**config.mk**
```make
export PLATFORM = sky130hd
export DESIGN_NAME = load_store_unit
export DESIGN_NICKNAME = d
export VERILOG_FILES = /design/src/rtl/lsu_pkg.sv /design/src/rtl/lsu_lane_align.sv /design/src/rtl/load_store_unit.sv
export SDC_FILE = /design/constraint.sdc
export NUM_CORES = 1
export LEC_CHECK = 0
export BUFFER_PORTS_ARGS = -buffer_cell sky130_fd_sc_hd__buf_2
export CORE_MARGIN = 4
export CORE_UTILIZATION = 45
export DETAILED_ROUTE_END_ITERATION = 8
export PLACE_DENSITY = 0.74
export SLEW_MARGIN = 10
export SYNTH_ARGS = -nofsm -noshare
export SYNTH_HDL_FRONTEND = slang
export SYNTH_SLANG_ARGS = --single-unit
```
**constraint.sdc**
```tcl
create_clock -name clk -period 2.97 [get_ports clk]
set_input_delay 0.594 -clock clk [delete_from_list [all_inputs] [get_ports clk]]
set_output_delay 0.594 -clock clk [all_outputs]
set_load 0.005 [all_outputs]
```
**src/rtl/lsu_pkg.sv**
```systemverilog
// Shared definitions for the load/store unit: funct3 widths, FSM states
// and the accept-time legality check.
package lsu_pkg;

  localparam logic [2:0] F3_B  = 3'b000;
  localparam logic [2:0] F3_H  = 3'b001;
  localparam logic [2:0] F3_W  = 3'b010;
  localparam logic [2:0] F3_BU = 3'b100;
  localparam logic [2:0] F3_HU = 3'b101;

  typedef enum logic [2:0] {
    IDLE,
    LD_WAIT,
    LD_CAP,
    ST_WR,
    RMW_RD,
    RMW_MOD,
    RMW_WR,
    ERR
  } state_t;

  // Legal direction, legal width for that direction, natural alignment.
  function automatic logic req_legal(
    input logic       rd,
    input logic       wr,
    input logic [2:0] f3,
    input logic [1:0] a
  );
    logic ok;
    ok = 1'b1;
    if (rd == wr) begin
      ok = 1'b0;
    end else if (rd) begin
      ok = (f3 == F3_B) || (f3 == F3_H) || (f3 == F3_W) ||
           (f3 == F3_BU) || (f3 == F3_HU);
    end else begin
      ok = (f3 == F3_B) || (f3 == F3_H) || (f3 == F3_W);
    end
    if (f3[1:0] == 2'b01 && a[0]) ok = 1'b0;
    if (f3[1:0] == 2'b10 && a != 2'b00) ok = 1'b0;
    return ok;
  endfunction

endpackage

```
**src/rtl/lsu_lane_align.sv**
```systemverilog
// Byte-lane extraction with sign/zero extension for loads, and lane
// merge of store data into a read word for sub-word stores.
module lsu_lane_align
  import lsu_pkg::*;
(
  input  logic [31:0] word,
  input  logic [1:0]  addr,
  input  logic [2:0]  funct3,
  input  logic [31:0] wdata,
  output logic [31:0] load_data,
  output logic [31:0] merged
);

  logic [7:0]  byte_v;
  logic [15:0] half_v;

  assign byte_v = word[{addr, 3'b000} +: 8];
  assign half_v = word[{addr[1], 4'b0000} +: 16];

  // Select and extend the addressed lane for loads.
  always_comb begin
    load_data = word;
    unique case (funct3)
      F3_B:    load_data = {{24{byte_v[7]}}, byte_v};
      F3_H:    load_data = {{16{half_v[15]}}, half_v};
      F3_BU:   load_data = {24'h0, byte_v};
      F3_HU:   load_data = {16'h0, half_v};
      default: load_data = word;
    endcase
  end

  // Overlay the low byte/half of the store data onto the addressed lane.
  always_comb begin
    merged = word;
    unique case (funct3)
      F3_B:    merged[{addr, 3'b000} +: 8] = wdata[7:0];
      F3_H:    merged[{addr[1], 4'b0000} +: 16] = wdata[15:0];
      default: merged = wdata;
    endcase
  end

endmodule

```
**src/rtl/load_store_unit.sv**
```systemverilog
// RV32I load/store unit between the core MEM state and a word-wide sync RAM.
// Optional LSU_BOUNDS_CHECK_EN rejects addresses beyond the RAM range.
module load_store_unit
  import lsu_pkg::*;
#(
  parameter int ADDR_W = 9,
  parameter int XLEN   = 32
) (
  input  logic              clk,
  input  logic              rst,
  input  logic              req,
  input  logic              MemRead,
  input  logic              MemWrite,
  input  logic [2:0]        funct3,
  input  logic [XLEN-1:0]   dAddress,
  input  logic [XLEN-1:0]   dWriteData,
  output logic [XLEN-1:0]   dReadData,
  output logic              ready,
  output logic              done,
  output logic              err,
  output logic              ram_we,
  output logic [ADDR_W-1:0] ram_addr,
  output logic [XLEN-1:0]   ram_din,
  input  logic [XLEN-1:0]   ram_dout
);

  state_t              state;
  logic [ADDR_W+1:0]   addr_q;
  logic [2:0]          f3_q;
  logic [XLEN-1:0]     data_q;
  logic [XLEN-1:0]     load_data;
  logic [XLEN-1:0]     merged;
  logic                legal;
  logic                oob;

  assign legal = req_legal(MemRead, MemWrite, funct3, dAddress[1:0]);

`ifdef LSU_BOUNDS_CHECK_EN
  assign oob = |dAddress[XLEN-1:ADDR_W+2];
`else
  logic unused_upper;
  assign unused_upper = |dAddress[XLEN-1:ADDR_W+2];
  assign oob = 1'b0;
`endif

  lsu_lane_align u_align (
    .word      (ram_dout),
    .addr      (addr_q[1:0]),
    .funct3    (f3_q),
    .wdata     (data_q),
    .load_data (load_data),
    .merged    (merged)
  );

  assign ready    = (state == IDLE);
  assign ram_we   = (state == ST_WR) || (state == RMW_WR);
  assign ram_addr = addr_q[ADDR_W+1:2];
  assign ram_din  = data_q;

  // Access sequencer: accept, RAM sequencing, completion pulses.
  always_ff @(posedge clk or posedge rst) begin
    if (rst) begin
      state     <= IDLE;
      addr_q    <= '0;
      f3_q      <= '0;
      data_q    <= '0;
      dReadData <= '0;
      done      <= 1'b0;
      err       <= 1'b0;
    end else begin
      done <= 1'b0;
      err  <= 1'b0;
      unique case (state)
        IDLE: begin
          if (req) begin
            addr_q <= dAddress[ADDR_W+1:0];
            f3_q   <= funct3;
            data_q <= dWriteData;
            if (!legal || oob)      state <= ERR;
            else if (MemRead)       state <= LD_WAIT;
            else if (funct3 == F3_W) state <= ST_WR;
            else                    state <= RMW_RD;
          end
        end
        LD_WAIT: state <= LD_CAP;
        LD_CAP: begin
          dReadData <= load_data;
          done      <= 1'b1;
          state     <= IDLE;
        end
        ST_WR: begin
          done  <= 1'b1;
          state <= IDLE;
        end
        RMW_RD: state <= RMW_MOD;
        RMW_MOD: begin
          data_q <= merged;
          state  <= RMW_WR;
        end
        RMW_WR: begin
          done  <= 1'b1;
          state <= IDLE;
        end
        ERR: begin
          done  <= 1'b1;
          err   <= 1'b1;
          state <= IDLE;
        end
        default: state <= IDLE;
      endcase
    end
  end

endmodule
```
==> impl_metrics.tcl, run 1 <==
set metrics [dict create \
    detail_route.iter0.violations 360 \
    num-fill-cells 933 \
    vias_per_cell 5.999 \
    post-cts-setup-buffers 0 \
    netlist_top_cells_count "83 x dfrtp_1, 52 x nand2_1, 32 x nand3_1" \
    seq_area_frac_synth_pct 43.55 \
    die_w_microns 111.0 \
    drc 0 \
    syn-cell-area_sq_um 4770 \
    worst_slew_pin_slew_ns 0.7570 \
    cp_cell_sequence "nor4b_1 -> a21oi_2 -> a221oi_1 -> o31ai_1" \
    p_sw_share_pct 42.20 \
    skew_ns 0.01153 \
    syn_area_per_cell_sq_um 9.597 \
    drive_above_1_share_pct 35.85 \
    ys_seq_elements 83 \
    critical_path_class "register to register" \
    pwr-share-clk_pct 15.3 \
    antenna_left 0 \
    grt_util_all_layers_pct 23.80 \
    async_reset_ff_share_pct 100.0 \
    place_hpwl_microns 10890 \
    cts_buffers 9 \
    yosys.area.top_type "dfrtp_1" \
    n_antenna_cell 0 \
    fin_util_pct 56.42 \
    p_switching_w 0.002554 \
    fin_total_pwr_w 0.006052 \
    routed_wl_microns 14860 \
    port_buffers 159 \
    grt_pass1_vias 4403 \
    place_inst 756 \
    cap_violations 0 \
    slowest_stage "nor4b_1" \
    min_period_ns 2.231 \
    grt-ovfl-total 0 \
    post_cts_resized 0 \
    top_layer_used "met5" \
    cp-start-kind "register" \
    critPathCaptureType "register" \
    regArea_sq_um 2077 \
    nNetsFinal 740 \
    worstSkewPairLatency_ns 0.38 \
    synth_most_common_cell "dfrtp_1" \
    vdd.ir_drop.worst_mv 0.5673 \
    gp_congestion 0.8816 \
    clock-sinks 83 \
    met3_length_microns 1434 \
    drt_first_pass_iters 5 \
    combPwrFrac_pct 48.5 \
    fin_cells 772 \
    netlist.area_leader.share_pct 43.55 \
    hp-class "input pin to async pin" \
    max_stage_delay_ns 0.67 \
    ioPinCount 181 \
    synth-edff-count 0 \
    grt_pass1_wl_microns 23540 \
    clkSlewWorstSetupHoldPaths_ns 0.10 \
    antenna_found_initial 1 \
    synth_area_leaders "dfrtp_1 44%, mux2_2 5.0%, mux2i_1 4.8%, a221oi_1 4.6%, nand2_1 4.1%" \
    tns_ns 0 \
    maxSlewViolCount 0 \
    synth_cells 497 \
    synth_cell_type_count 47 \
    worstPathArrival_ns 2.47 \
    synth_ff_type "dfrtp_1" \
    core_sq_um 10320 \
    yosysWarnings 0 \
    p_per_area_nw_per_um2 1039 \
    htree_levels 3 \
    die-area_sq_um 12310 \
    synth.net_count 606 \
    path_max_fanout 16 \
    vias 4631 \
    setup-violations-final 0 \
    routedWlPerCell_microns 19.25 \
    fmax_mhz 448.2 \
    hold_buffers 0 \
    p_leak_nw 2.696 \
    initial_core_util_pct 46.20 \
    syn_to_final_growth_pct 22.11 \
    cp.required_ns 3.21 \
    intPower_w 0.003498 \
    clockBufferDepth 2 \
    wl_met1_microns 6100 \
    clockRootBuffer "clkbuf_8" \
    wl_met2_microns 6788 \
    grt_start_max_net_pins 52 \
    fp.dieH_microns 111.0 \
    row_count 37 \
    max_slew_margin_pct 49.43 \
    period_share_pct 75.13 \
    multi_input_area_sq_um 2432 \
    outcome "complete, no violations" \
    cts_tree "built" \
    pwr-share-seq_pct 36.2 \
    hold_violations 0 \
    rsz0062_at_grt "no" \
]
## flip-flops by register name, summed over array words and instances (netlist names)
name,cells
dReadData,32
ram_din,32
addr_q,11
f3_q,3
state,3
done,1
err,1
## cell usage in the layout, fill, tap and decap left out, types with 8 or more instances in the layout
cell,Yosys,routed
buf_2,13,159
dfrtp_1,83,83
nand2_1,52,52
nand3_1,32,32
nor2_1,30,30
a21oi_1,26,26
a221oi_1,25,25
mux2i_1,23,23
mux2_2,21,21
o21ai_0,19,19
a211o_1,16,16
a31oi_1,16,16
o31ai_1,15,15
buf_4,9,11
nand3b_1,9,9
clkbuf_8,0,9
or2_2,8,8
a22o_1,8,8
## power by group through the flow
stage	Clock [W]	Combinational [W]	Sequential [W]
2_1_floorplan	0	0.00205	0.00207
3_3_place_gp	0	0.00284	0.00217
3_5_place_dp	0	0.00291	0.00220
4_1_cts	0.000944	0.00293	0.00218
5_1_grt	0.000993	0.00324	0.00226
6_report	0.000929	0.00293	0.00219
## cell families after synthesis
| family | Yosys count | synth area share, % |
|---|---|---|
| multiplexers | 45 | 10.26 |
| flip-flops | 83 | 43.55 |
| XOR/XNOR | 1 | 0.1837 |
| AO/OA/AOI/OAI | 142 | 21.35 |
| buffers and inverters | 54 | 5.456 |
| adder cells (fa/ha/maj) | 5 | 1.312 |
| AND/OR/NAND/NOR | 167 | 17.89 |
## per-stage QoR
stage	hold WS (ns)	setup WS, ns	cell area, sq um
6_report	0.2556	0.7387	5824
5_1_grt	0.2994	0.5468	5824
4_1_cts	0.2738	0.7600	5824
3_5_place_dp	0.4695	0.7765	5602
3_3_place_gp	0.4700	0.8546	5602
2_1_floorplan	0.4726	0.2392	4770
## worst max-delay path: cells and delay by family, from the launching register on
| kind | cells | cell delay (ns) |
|---|---|---|
| flip-flops | 1 | 0.65 |
| AO/OA/AOI/OAI | 3 | 0.78 |
| AND/OR/NAND/NOR | 1 | 0.67 |
## final timing paths
check / start / end / slack (ns) / cells after the start
max: f3_q[0]$_DFFE_PP0P_ / ram_din[11]$_DFFE_PP0P_ / 0.74 / 4
min: rst / dReadData[9]$_DFFE_PP0N_ / 0.26 / 2
max reg2reg: f3_q[0]$_DFFE_PP0P_ / ram_din[11]$_DFFE_PP0P_ / 0.74 / 4
min reg2reg: dReadData[3]$_DFFE_PP0N_ / dReadData[3]$_DFFE_PP0N_ / 0.49 / 2
max in group asynchronous: rst / ram_din[4]$_DFFE_PP0P_ / 2.05 / 3
min in group clk: dAddress[5] / addr_q[5]$_DFFE_PP0P_ / 0.45 / 2
## layer usage
layer	up-vias	global-route usage, %
met5	-	0
met4	2	9.195
met3	49	6.932
met2	226	36.77
met1	2243	31.59
li1	2111	-
## area by class of cell
type                            instances  area share [%]
Multi-Input combinational cell        360           41.76
Sequential cell                        83           35.66
Timing Repair Buffer                  171           15.42
Tap cell                              136           2.922
Clock buffer                            9           2.127
Clock inverter                          7           1.697
Inverter                                6          0.4082
No activity file was read; power rests on OpenSTA's default activity.
==> run 2: changes to the inputs <==
PLACE_DENSITY = 0.77   (was 0.74)
clock period = 2.05 ns   (was 2.97 ns; I/O delays follow)
==> impl_metrics.tcl, run 2 (synthesis gave the netlist of run 1 again) <==
set metrics [dict create \
    vias 4678 \
    maxSlewViolCount 0 \
    initial_core_util_pct 46.20 \
    htree_levels 3 \
    core_sq_um 10320 \
    grt_pass1_wl_microns 23810 \
    place_inst 773 \
    max_slew_margin_pct 62.14 \
    setup-violations-final 0 \
    routedWlPerCell_microns 19.23 \
    detail_route.iter0.violations 429 \
    placed_cell_area_sq_um 5744 \
    antenna_found_initial 1 \
    vdd.ir_drop.worst_mv 0.6840 \
    clkSlewWorstSetupHoldPaths_ns 0.08 \
    intPower_w 0.005262 \
    drt_first_pass_iters 6 \
    p_leak_nw 2.782 \
    die_w_microns 111.0 \
    grt_util_all_layers_pct 24.21 \
    outcome "complete, no violations" \
    fin_cells 790 \
    p_per_area_nw_per_um2 1498 \
    fin_total_pwr_w 0.008977 \
    period_share_pct 95.87 \
    tns_ns 0 \
    grt-ovfl-total 0 \
    gp_congestion 0.9185 \
    clockRootBuffer "clkbuf_8" \
    antenna_left 0 \
    worst_slew_pin_slew_ns 0.5668 \
    routed_wl_microns 15200 \
    die-area_sq_um 12310 \
    pre_cts_slack_ns 0.06451 \
    combPwrFrac_pct 52.0 \
    fp.dieH_microns 111.0 \
    hp-class "input pin to async pin" \
    cts_buffers 9 \
    syn_to_final_growth_pct 25.66 \
    clock-sinks 83 \
    place_hpwl_microns 11160 \
    pwr-share-seq_pct 34.3 \
    path_max_fanout 17 \
    row_count 37 \
    clockBufferDepth 2 \
    port_buffers 159 \
    cp.required_ns 2.32 \
    cp-start-kind "register" \
    final_common_cell "buf_2" \
    skew_ns 0.008047 \
    fin_area_sq_um 5993 \
    pwr-share-clk_pct 13.8 \
    hold_violations 0 \
    critical_path_class "register to register" \
    drive_above_1_share_pct 37.92 \
    ioPinCount 181 \
    hold_buffers 0 \
    grt_start_max_net_pins 84 \
    worstSkewPairLatency_ns 0.36 \
    cap_violations 0 \
    worstPathArrival_ns 2.23 \
    finalWorstSetupSlack_ns 0.08458 \
    p_sw_share_pct 41.38 \
    p_switching_w 0.003715 \
    n_antenna_cell 0 \
    critPathCaptureType "register" \
    nNetsFinal 758 \
    mostFrequentLayoutCells "159 x buf_2, 83 x dfrtp_1, 52 x nand2_1" \
    grt_pass1_vias 4361 \
    fmax_mhz 508.8 \
    num-fill-cells 899 \
    vias_per_cell 5.922 \
    drc 0 \
    min_period_ns 1.965 \
    cts_tree "built" \
]
run 2: changes by cell type in the layout (fill, tap and decap cells not counted), moves of 2 or more:
cell / change
inv_6: -3
clkbuf_1: +3
buf_4: +16
clkinv_2: -2
clkbuf_8: +3
buf_12: +2
run 2: worst max-delay path: stages, from the launching register on:
cell,delay [ns]
dfrtp_1,0.39
inv_2,0.09
buf_4,0.22
ha_1,0.25
nand4b_1,0.16
nor2_2,0.30
a221oi_1,0.20
o31ai_1,0.27
run 2: area by class of cell:
cell class | count | area [sq um] | area share [%]
Sequential cell | 83 | 2077 | 34.66
Timing Repair Buffer | 189 | 1059 | 17.66
Inverter | 6 | 26.28 | 0.4384
Clock buffer | 15 | 176.4 | 2.944
Tap cell | 136 | 170.2 | 2.839
Clock inverter | 1 | 30.03 | 0.5010
Multi-Input combinational cell | 360 | 2455 | 40.96
run 2: what timing repair did:
item,in CTS,in global routing
resized for setup,0,4
endpoints found under the setup margin,0,27
setup buffers,0,1
run 2: power groups by stage:
stage	registers, W	logic, W	clock network, W
after detailed placement	0.00308	0.00455	0
after global routing	0.00318	0.00513	0.00134
final	0.00308	0.00466	0.00124
after floorplan	0.00300	0.00300	0
after CTS	0.00306	0.00457	0.00126
after global placement	0.00304	0.00443	0
run 2: final timing paths:
path                                          start                  endpoint  slack [ns]  depth (start not counted)
max in group asynchronous                       rst   ram_din[25]$_DFFE_PP0P_        1.55                          3
min reg2reg                dReadData[3]$_DFFE_PP0N_  dReadData[3]$_DFFE_PP0N_        0.49                          2
max                           addr_q[1]$_DFFE_PP0P_   ram_din[10]$_DFFE_PP0P_        0.08                          7
min in group clk                        dAddress[7]     addr_q[7]$_DFFE_PP0P_        0.28                          2
max reg2reg                   addr_q[1]$_DFFE_PP0P_   ram_din[10]$_DFFE_PP0P_        0.08                          7
min                                             rst     addr_q[3]$_DFFE_PP0P_        0.17                          3
run 2: stage by stage:
stage          hold slack [ns]  util, %
2_1_floorplan           0.4726        -
3_3_place_gp            0.4692    55.64
4_1_cts                 0.1765    57.64
3_5_place_dp            0.4752    55.64
6_report                0.1698    58.05
5_1_grt                 0.1952    58.05
run 2: layer usage:
layer,routed length (microns),vias to the layer above,global-route usage [%]
met5,7,-,0
met2,6963,236,36.97
met3,1262,30,4.967
met4,363,2,9.852
li1,-,2147,-
met1,6597,2263,33.60
